--- src/rtl/uart_frame_ctrl_p.sv ---
// UART frame controller: parses preamble/SOF/CMD/LEN frames, buffers write payloads,
// and returns read payloads paced by tx_ready. Optional checksum byte: FRAME_CHKSUM_EN.
module uart_frame_ctrl_p #(
  parameter int         ADDR_W  = 8,
  parameter int         PRE_CNT = 7,
  parameter logic [7:0] SOF1    = 8'hD5,
  parameter logic [7:0] SOF2    = 8'hFA,
  parameter logic [7:0] CMD_WR  = 8'hAA,
  parameter logic [7:0] CMD_RD  = 8'h55,
  parameter int         RX_TO   = 520800
)(
  input  logic       sclk,
  input  logic       rst_n,
  input  logic [7:0] rx_data,
  input  logic       rx_flag,
  input  logic       tx_ready,
  output logic [7:0] tx_data,
  output logic       tx_flag,
  output logic       busy,
  output logic       wr_done,
  output logic       rd_done,
  output logic       err_flag
);
  localparam int         DEPTH    = 1 << ADDR_W;
  localparam int         TO_LAST  = (RX_TO > 0) ? RX_TO - 1 : 0;
  localparam logic [7:0] PRE_BYTE = 8'h55;

`ifdef FRAME_CHKSUM_EN
  typedef enum logic [3:0] {S_IDLE, S_SOF, S_CMD, S_LEN_H, S_LEN_L, S_WR_DATA,
                            S_RD_FETCH, S_RD_WAIT, S_RD_ACK, S_WR_CHK, S_RD_CHK} state_t;
`else
  typedef enum logic [3:0] {S_IDLE, S_SOF, S_CMD, S_LEN_H, S_LEN_L, S_WR_DATA,
                            S_RD_FETCH, S_RD_WAIT, S_RD_ACK} state_t;
`endif

  state_t      r_state, w_next;
  logic [3:0]  r_pre;
  logic        r_wr;
  logic [7:0]  r_len_h;
  logic [15:0] r_last, r_idx;
  logic [19:0] r_to;
  logic [7:0]  r_mem [DEPTH];
  logic [7:0]  r_tx_data;
  logic        r_tx_flag, r_wr_done, r_rd_done, r_err;
`ifdef FRAME_CHKSUM_EN
  logic [7:0]  r_sum;
  logic        r_chk_phase;
`endif

  logic [15:0] w_len;
  logic        w_len_ok, w_to_run, w_to_hit;
  logic        w_err, w_wr_done, w_rd_done, w_tx_flag, w_we, w_fetch, w_ptr_clr, w_ptr_inc;

  assign w_len    = {r_len_h, rx_data};
  assign w_len_ok = (w_len != 16'd0) && ({16'd0, w_len} <= DEPTH[31:0]);
`ifdef FRAME_CHKSUM_EN
  assign w_to_run = r_state inside {S_SOF, S_CMD, S_LEN_H, S_LEN_L, S_WR_DATA, S_WR_CHK};
`else
  assign w_to_run = r_state inside {S_SOF, S_CMD, S_LEN_H, S_LEN_L, S_WR_DATA};
`endif
  // A byte arriving on the expiry cycle wins over the timeout
  assign w_to_hit = (RX_TO != 0) && w_to_run && !rx_flag && (r_to == TO_LAST[19:0]);

  always_ff @(posedge sclk or negedge rst_n)
    if (!rst_n) r_state <= S_IDLE;
    else        r_state <= w_next;

  always_comb begin
    w_next    = r_state;
    w_err     = 1'b0;
    w_wr_done = 1'b0;
    w_rd_done = 1'b0;
    w_tx_flag = 1'b0;
    w_we      = 1'b0;
    w_fetch   = 1'b0;
    w_ptr_clr = 1'b0;
    w_ptr_inc = 1'b0;
    case (r_state)
      S_IDLE:
        if (rx_flag && r_pre == PRE_CNT[3:0] && rx_data == SOF1) begin
          w_next    = S_SOF;
          w_ptr_clr = 1'b1;
        end
      S_SOF:
        if (rx_flag) begin
          if (rx_data == SOF2) w_next = S_CMD;
          else                 w_err  = 1'b1;
        end
      S_CMD:
        if (rx_flag) begin
          if (rx_data == CMD_WR || rx_data == CMD_RD) w_next = S_LEN_H;
          else                                        w_err  = 1'b1;
        end
      S_LEN_H:
        if (rx_flag) w_next = S_LEN_L;
      S_LEN_L:
        if (rx_flag) begin
          if (!w_len_ok) w_err  = 1'b1;
          else if (r_wr) w_next = S_WR_DATA;
          else           w_next = S_RD_FETCH;
        end
      S_WR_DATA:
        if (rx_flag) begin
          w_we      = 1'b1;
          w_ptr_inc = 1'b1;
          if (r_idx == r_last) begin
`ifdef FRAME_CHKSUM_EN
            w_next = S_WR_CHK;
`else
            w_wr_done = 1'b1;
`endif
          end
        end
`ifdef FRAME_CHKSUM_EN
      S_WR_CHK:
        if (rx_flag) begin
          if (rx_data == r_sum) w_wr_done = 1'b1;
          else                  w_err     = 1'b1;
        end
      S_RD_CHK:
        w_next = S_RD_WAIT;
`endif
      S_RD_FETCH: begin
        w_fetch = 1'b1;
        w_next  = S_RD_WAIT;
      end
      S_RD_WAIT:
        if (tx_ready) begin
          w_tx_flag = 1'b1;
          w_next    = S_RD_ACK;
        end
      // Advance only after tx_ready drops, so each ready window gets one byte
      S_RD_ACK:
        if (!tx_ready) begin
`ifdef FRAME_CHKSUM_EN
          if (r_chk_phase)          w_rd_done = 1'b1;
          else if (r_idx == r_last) w_next    = S_RD_CHK;
`else
          if (r_idx == r_last)      w_rd_done = 1'b1;
`endif
          else begin
            w_ptr_inc = 1'b1;
            w_next    = S_RD_FETCH;
          end
        end
      default: w_next = S_IDLE;
    endcase
    if (w_to_hit) w_err = 1'b1;
    if (w_err || w_wr_done || w_rd_done) w_next = S_IDLE;
  end

  always_ff @(posedge sclk or negedge rst_n)
    if (!rst_n) begin
      r_pre     <= '0;
      r_wr      <= 1'b0;
      r_len_h   <= '0;
      r_last    <= '0;
      r_idx     <= '0;
      r_to      <= '0;
      r_tx_data <= '0;
      r_tx_flag <= 1'b0;
      r_wr_done <= 1'b0;
      r_rd_done <= 1'b0;
      r_err     <= 1'b0;
    end else begin
      r_tx_flag <= w_tx_flag;
      r_wr_done <= w_wr_done;
      r_rd_done <= w_rd_done;
      r_err     <= w_err;
      if (r_state != S_IDLE)
        r_pre <= '0;
      else if (rx_flag)
        r_pre <= (rx_data != PRE_BYTE) ? 4'd0 :
                 (r_pre == PRE_CNT[3:0]) ? r_pre : r_pre + 4'd1;
      if (rx_flag && r_state == S_CMD)   r_wr    <= (rx_data == CMD_WR);
      if (rx_flag && r_state == S_LEN_H) r_len_h <= rx_data;
      if (rx_flag && r_state == S_LEN_L) r_last  <= w_len - 16'd1;
      if (w_ptr_clr)      r_idx <= '0;
      else if (w_ptr_inc) r_idx <= r_idx + 16'd1;
      r_to <= (w_to_run && !rx_flag) ? r_to + 20'd1 : 20'd0;
      if (w_fetch) r_tx_data <= r_mem[r_idx[ADDR_W-1:0]];
`ifdef FRAME_CHKSUM_EN
      if (r_state == S_RD_CHK) r_tx_data <= r_sum;
`endif
    end

`ifdef FRAME_CHKSUM_EN
  // Running sum over CMD, LEN_H, LEN_L and the payload in either direction
  always_ff @(posedge sclk or negedge rst_n)
    if (!rst_n) begin
      r_sum       <= '0;
      r_chk_phase <= 1'b0;
    end else begin
      if (rx_flag && r_state == S_CMD)                         r_sum <= rx_data;
      else if (rx_flag && r_state inside {S_LEN_H, S_LEN_L})   r_sum <= r_sum + rx_data;
      else if (w_we)                                           r_sum <= r_sum + rx_data;
      else if (w_tx_flag && !r_chk_phase)                      r_sum <= r_sum + r_tx_data;
      if (w_ptr_clr)               r_chk_phase <= 1'b0;
      else if (r_state == S_RD_CHK) r_chk_phase <= 1'b1;
    end
`endif

  // Buffer is intentionally not reset
  always_ff @(posedge sclk)
    if (w_we) r_mem[r_idx[ADDR_W-1:0]] <= rx_data;

  assign tx_data  = r_tx_data;
  assign tx_flag  = r_tx_flag;
  assign busy     = (r_state != S_IDLE);
  assign wr_done  = r_wr_done;
  assign rd_done  = r_rd_done;
  assign err_flag = r_err;
endmodule

--- config.mk ---
export PLATFORM = sky130hd
export DESIGN_NAME = uart_frame_ctrl_p
export DESIGN_NICKNAME = d
export VERILOG_FILES = /design/src/rtl/uart_frame_ctrl_p.sv
export SDC_FILE = /design/constraint.sdc
export NUM_CORES = 2
export LEC_CHECK = 0
export CAP_MARGIN = 20
export CORE_MARGIN = 4
export CORE_UTILIZATION = 52
export CTS_CLUSTER_DIAMETER = 50
export DETAILED_ROUTE_END_ITERATION = 8
export DONT_BUFFER_PORTS = 1
export PLACE_DENSITY = 0.67
export SYNTH_ARGS = -nofsm -noshare
export SYNTH_HDL_FRONTEND = slang
export SYNTH_SLANG_ARGS = --single-unit
--- constraint.sdc ---
create_clock -name sclk -period 9.1 [get_ports sclk]
set_input_delay 0 -clock sclk [delete_from_list [all_inputs] [get_ports sclk]]
set_output_delay 0 -clock sclk [all_outputs]
set_load 0.1 [all_outputs]
# After elaboration in Yosys (flattened, before gate mapping)
# Memory sizes are Yosys's and may differ from the RTL's. A register that Yosys moved wholly into a read port is not among the register bits.
# Index checks and enable logic that the tools add are counted.
# totals
ram_bits	2048
inputBits	12
n_memories	1
output_inout_bits	13
regBits	73
wordCells	113
# mem_list
name	words	width	rd	rd_ports_with_merged_regs	wr	line_no	source
r_mem	256	8	1	1	1	42	logic [7:0] r_mem [DEPTH];
# op_classes
n_eq_ne	29
n_reduce_logical	21
magnitude_cmp	1
addsub	4
n_mux	46
# op_table
op	n
$mux 4	16
$pmux 4 s9	1
$mux 16	2
$eq 8x8->1 const B	3
$mux 1	23
$add 20x1->20 const B	1
$eq 20x19->1 const B	1
$eq 4x3->1 const B	5
$mux 20	1
$ne 3x2->1 const B	6
$add 16x1->16 const B	1
$eq 16x16->1	1
$le 16x9->1 const B	1
$reduce_bool 16->1	1
$sub 16x1->16 const B	1
$ne 3x3->1 const B	4
$reduce_and 12->1	1
$eq 4x2->1 const B	2
$eq 8x7->1 const B	1
$logic_and 1x1->1	8
$ne 8x7->1 const B	1
$ne 3x1->1 const B	2
$reduce_bool 5->1	1
$add 4x1->4 const B	1
12 further kinds	16

# Longest topological paths before layout
# depth
word_depth	10
depth_mapped	12
depth_no_buf	9

# Least setup slack after synthesis
# Ideal clock, no wire load.
# synth_timing
path_type	register to register
start	register r_idx[0]
end	memory r_mem[64][0] (enable)
t_required_ps	8730
stages_incl_launch_ff	12
arrival_ps	2580
path_slack_ps	6150
setup_ps	370
cell_sequence	dfrtp_1 > buf_4 > buf_6 > buf_6 > inv_2 > buf_2 > buf_6 > ha_1 > clkbuf_1 > nand4_1 > clkbuf_1 > nor2_1
# synth_rtl
element	line_no	source
from (decl)	40	logic [15:0] r_last, r_idx;
from (signal assigned)	179	else if (w_ptr_inc) r_idx <= r_idx + 16'd1;
to (decl)	42	
# Straight into the memory's write port.

==> impl_metrics.py <==
metrics = {
    "place": {
        "routabilityCongestion": 0.826,
        "portBuffers": 0,
        "dpl.hpwl_um": 115000,
    },
    "setup_path": {
        "worstPathArrival_ns": 5.63,
        "crit_end": "tx_data[7]",
        "r2r-start": "r_idx[1]",
        "critPathMaxFanout": 112,
        "r2r-end": "tx_data[7]",
        "worstSetupPathType": "flip-flop to flip-flop",
        "end_kind": "flip-flop",
        "critPathLaunch": "r_idx[1]",
        "r2r_cells": 8,
        "start_kind": "flip-flop",
        "rrSetupSlack_ns": 4.24,
        "critPathRequiredTime_ns": 9.87,
    },
    "logic_synthesis": {
        "yosysWarnings": 0,
        "synth.avg_cell_area_sq_um": 20.3,
        "ys_seq_area_share_pct": 75.9,
        "netlist.top_cell.by_area": "edfxtp_1",
        "yosys_register_bits": 2129,
        "ys_types": 71,
        "synth_top_area_share_pct": 73.5,
        "synth_nets": 4136,
        "synthArstFlopShare_pct": 3.80,
        "synthTopCellsByArea": "edfxtp_1, mux4_2, dfrtp_1",
        "synth_edf_count": 2048,
        "synth_area_sq_mm": 0.0837,
        "synth_cells": 4114,
        "ys.flop_type": "edfxtp_1",
    },
    "pwr": {
        "powerDensity_mw_per_mm2": 272,
        "ir_drop_uv": 278,
        "p_leak_uw": 0.0291,
    },
    "global_routing": {
        "grt_pass1_vias": 41468,
        "antenna_found_initial": 6,
        "grt_use_total_pct": 24.9,
        "grt_max_degree": 265,
        "grt-ovfl-total": 0,
        "grt_pass1_wl_um": 301000,
    },
    "sta": {
        "hold_slack_ns": 0.0821,
        "tightest_slew_ns": 1.54,
        "slew_headroom_pct": -2.64,
        "finalCritPeriodShare_pct": 53.4,
        "setup-violations-final": 0,
        "hold_viol": 0,
        "slew_viol_final": 58,
        "rsz0062_at_grt": "false",
        "min_period_ns": 4.86,
        "maxClockFrequency_ghz": 0.206,
        "skew_ns": 0.0471,
        "finalSetupTns_ns": 0,
    },
    "status": {
        "status": "complete, but fails checks",
        "violations": "max-slew violations",
    },
    "floorplan": {
        "coreArea_sq_mm": 0.159,
        "fp.dieArea_sq_mm": 0.167,
        "ios": 25,
        "rows": 146,
        "die_h_um": 409,
        "start_util_pct": 52.6,
        "die_w_um": 409,
    },
    "flow_run": {
        "cap_violations": 0,
    },
    "finish": {
        "num-nets-final": 4207,
        "fillers": 11365,
        "drive_above_1_share_pct": 22.2,
        "area_delta_synth_final_pct": 11.6,
    },
    "detailed_routing": {
        "vias": 41635,
        "ant_nets": 0,
        "drcViolationCount": 0,
        "dr.pass1.iters": 6,
        "detail_route.wl_per_cell_um": 31.9,
        "wl_um": 208000,
        "viasPerCell": 6.39,
        "drt_iter0_drc": 5648,
    },
    "cts": {
        "clk_pin_slew_ns": 0.06,
        "cts_sinks": 2129,
        "cts-hold-fix-buffers": 28,
        "root_buffer": "clkbuf_16",
        "cts_tree": "built",
        "htreeDepth": 4,
        "post_cts_buffers": 0,
        "max-clock-path-buffers": 3,
        "numCtsBuffers": 210,
        "clk_latency_ns": 0.84,
        "cts_resized": 0,
    },
    "worst_hold_path": {
        "holdCritPathClass": "primary input to flip-flop",
    },
}
[where the power goes]
group	internal (uW)	switching (uW)
clock	5030	3760
sequential	10800	215
combinational	2430	3120
total	18300	7100
[flip-flops by register name, summed over array words and instances, names as in the netlist]
name and flops:
r_len_h 8, tx_flag 1, r_state 4, r_to 20, wr_done 1, r_idx 16, rd_done 1, tx_data 8
r_wr 1, r_pre 4, r_mem 2048, r_last 16, err_flag 1
[how the worst min path moves through the flow]
stage | depth (start not counted) | from | endpoint
after CTS | 7 | rx_data[1] | r_state[0]
after detailed placement | 0 | rst_n | rd_done
final | 3 | rx_flag | r_wr
after global placement | 0 | rst_n | tx_flag
after floorplan | 0 | rst_n | err_flag
after global routing | 7 | rx_data[1] | r_state[0]
[layout make-up]
class | count | area (sq um) | share of cell area [%]
well taps | 2146 | 2690 | 2.87
multi-input cells | 1728 | 18900 | 20.3
flip-flops and latches | 2129 | 63500 | 68.0
inverters | 17 | 70.1 | 0.0750
clock inverters | 139 | 1530 | 1.64
clock buffers | 254 | 5480 | 5.87
diodes | 2 | 5.00 | 0.00536
repair buffers | 99 | 1150 | 1.23
[stage by stage]
step	setup WS, ns	cells	utilization, %	power (uW)	area [sq um]
after global routing	4.02	6512	58.7	26200	93400
after CTS	4.25	6507	58.6	25500	93300
after floorplan	6.15	4114	-	15200	83700
after global placement	4.34	6081	53.9	16600	85800
final	4.24	6514	58.7	25400	93400
after detailed placement	4.27	6086	53.9	16600	85800
[critical path, cell delays in order, from the launching register on]
cell,delay (ns)
dfrtp_4,0.85
buf_12,0.70
buf_4,0.67
mux4_2,0.42
o22ai_1,0.09
o41ai_1,0.71
o21ai_0,0.29
nor3_1,0.65
o32a_1,0.26
[placed cells by master, fill, tap and decap left out, drive strengths merged, types with 22 or more instances in the layout]
cell	count
a21oi	41
a22oi	32
buf	80
bufinv	25
clkbuf	255
clkinv	98
dfrtp	81
edfxtp	2048
inv	24
mux2	22
mux2i	113
mux4	527
nand2	170
nand3	72
nand4	27
nor2	341
nor3	34
o21ai	58
o22ai	41
xnor2	24
xor2	29
[cell usage after synthesis (16+ instances only)]
library cell / count
a21oi_1: 41
a22oi_1: 32
buf_2: 91
buf_4: 26
buf_6: 19
clkbuf_1: 90
dfrtp_1: 81
edfxtp_1: 2048
mux2_2: 22
mux2i_1: 113
mux4_2: 527
nand2_1: 170
nand3_1: 72
nand4_1: 27
nor2_1: 340
nor2b_1: 16
nor3_1: 33
nor4_1: 17
o21ai_0: 55
o22ai_1: 41
xnor2_1: 24
xor2_1: 29
[metal layers]
metal	vias to the layer above	routed length (um)	track usage, %
met2	2052	97600	38.1
met5	-	50	0
met3	363	20400	6.27
met4	8	7420	8.28
li1	17081	-	-
met1	22131	82100	35.6
[cell families after synthesis]
family | after synthesis | synth area share (%)
AOI/OAI and AO/OA | 267 | 2.11
xor gates and xnor gates | 53 | 0.555
adders and majority gates | 10 | 0.150
buffers and inverters | 257 | 1.58
DFF | 2129 | 75.9
muxes | 662 | 15.8
and+or+nand+nor | 736 | 3.88
Note: power is estimated with default switching activity, not from simulation.
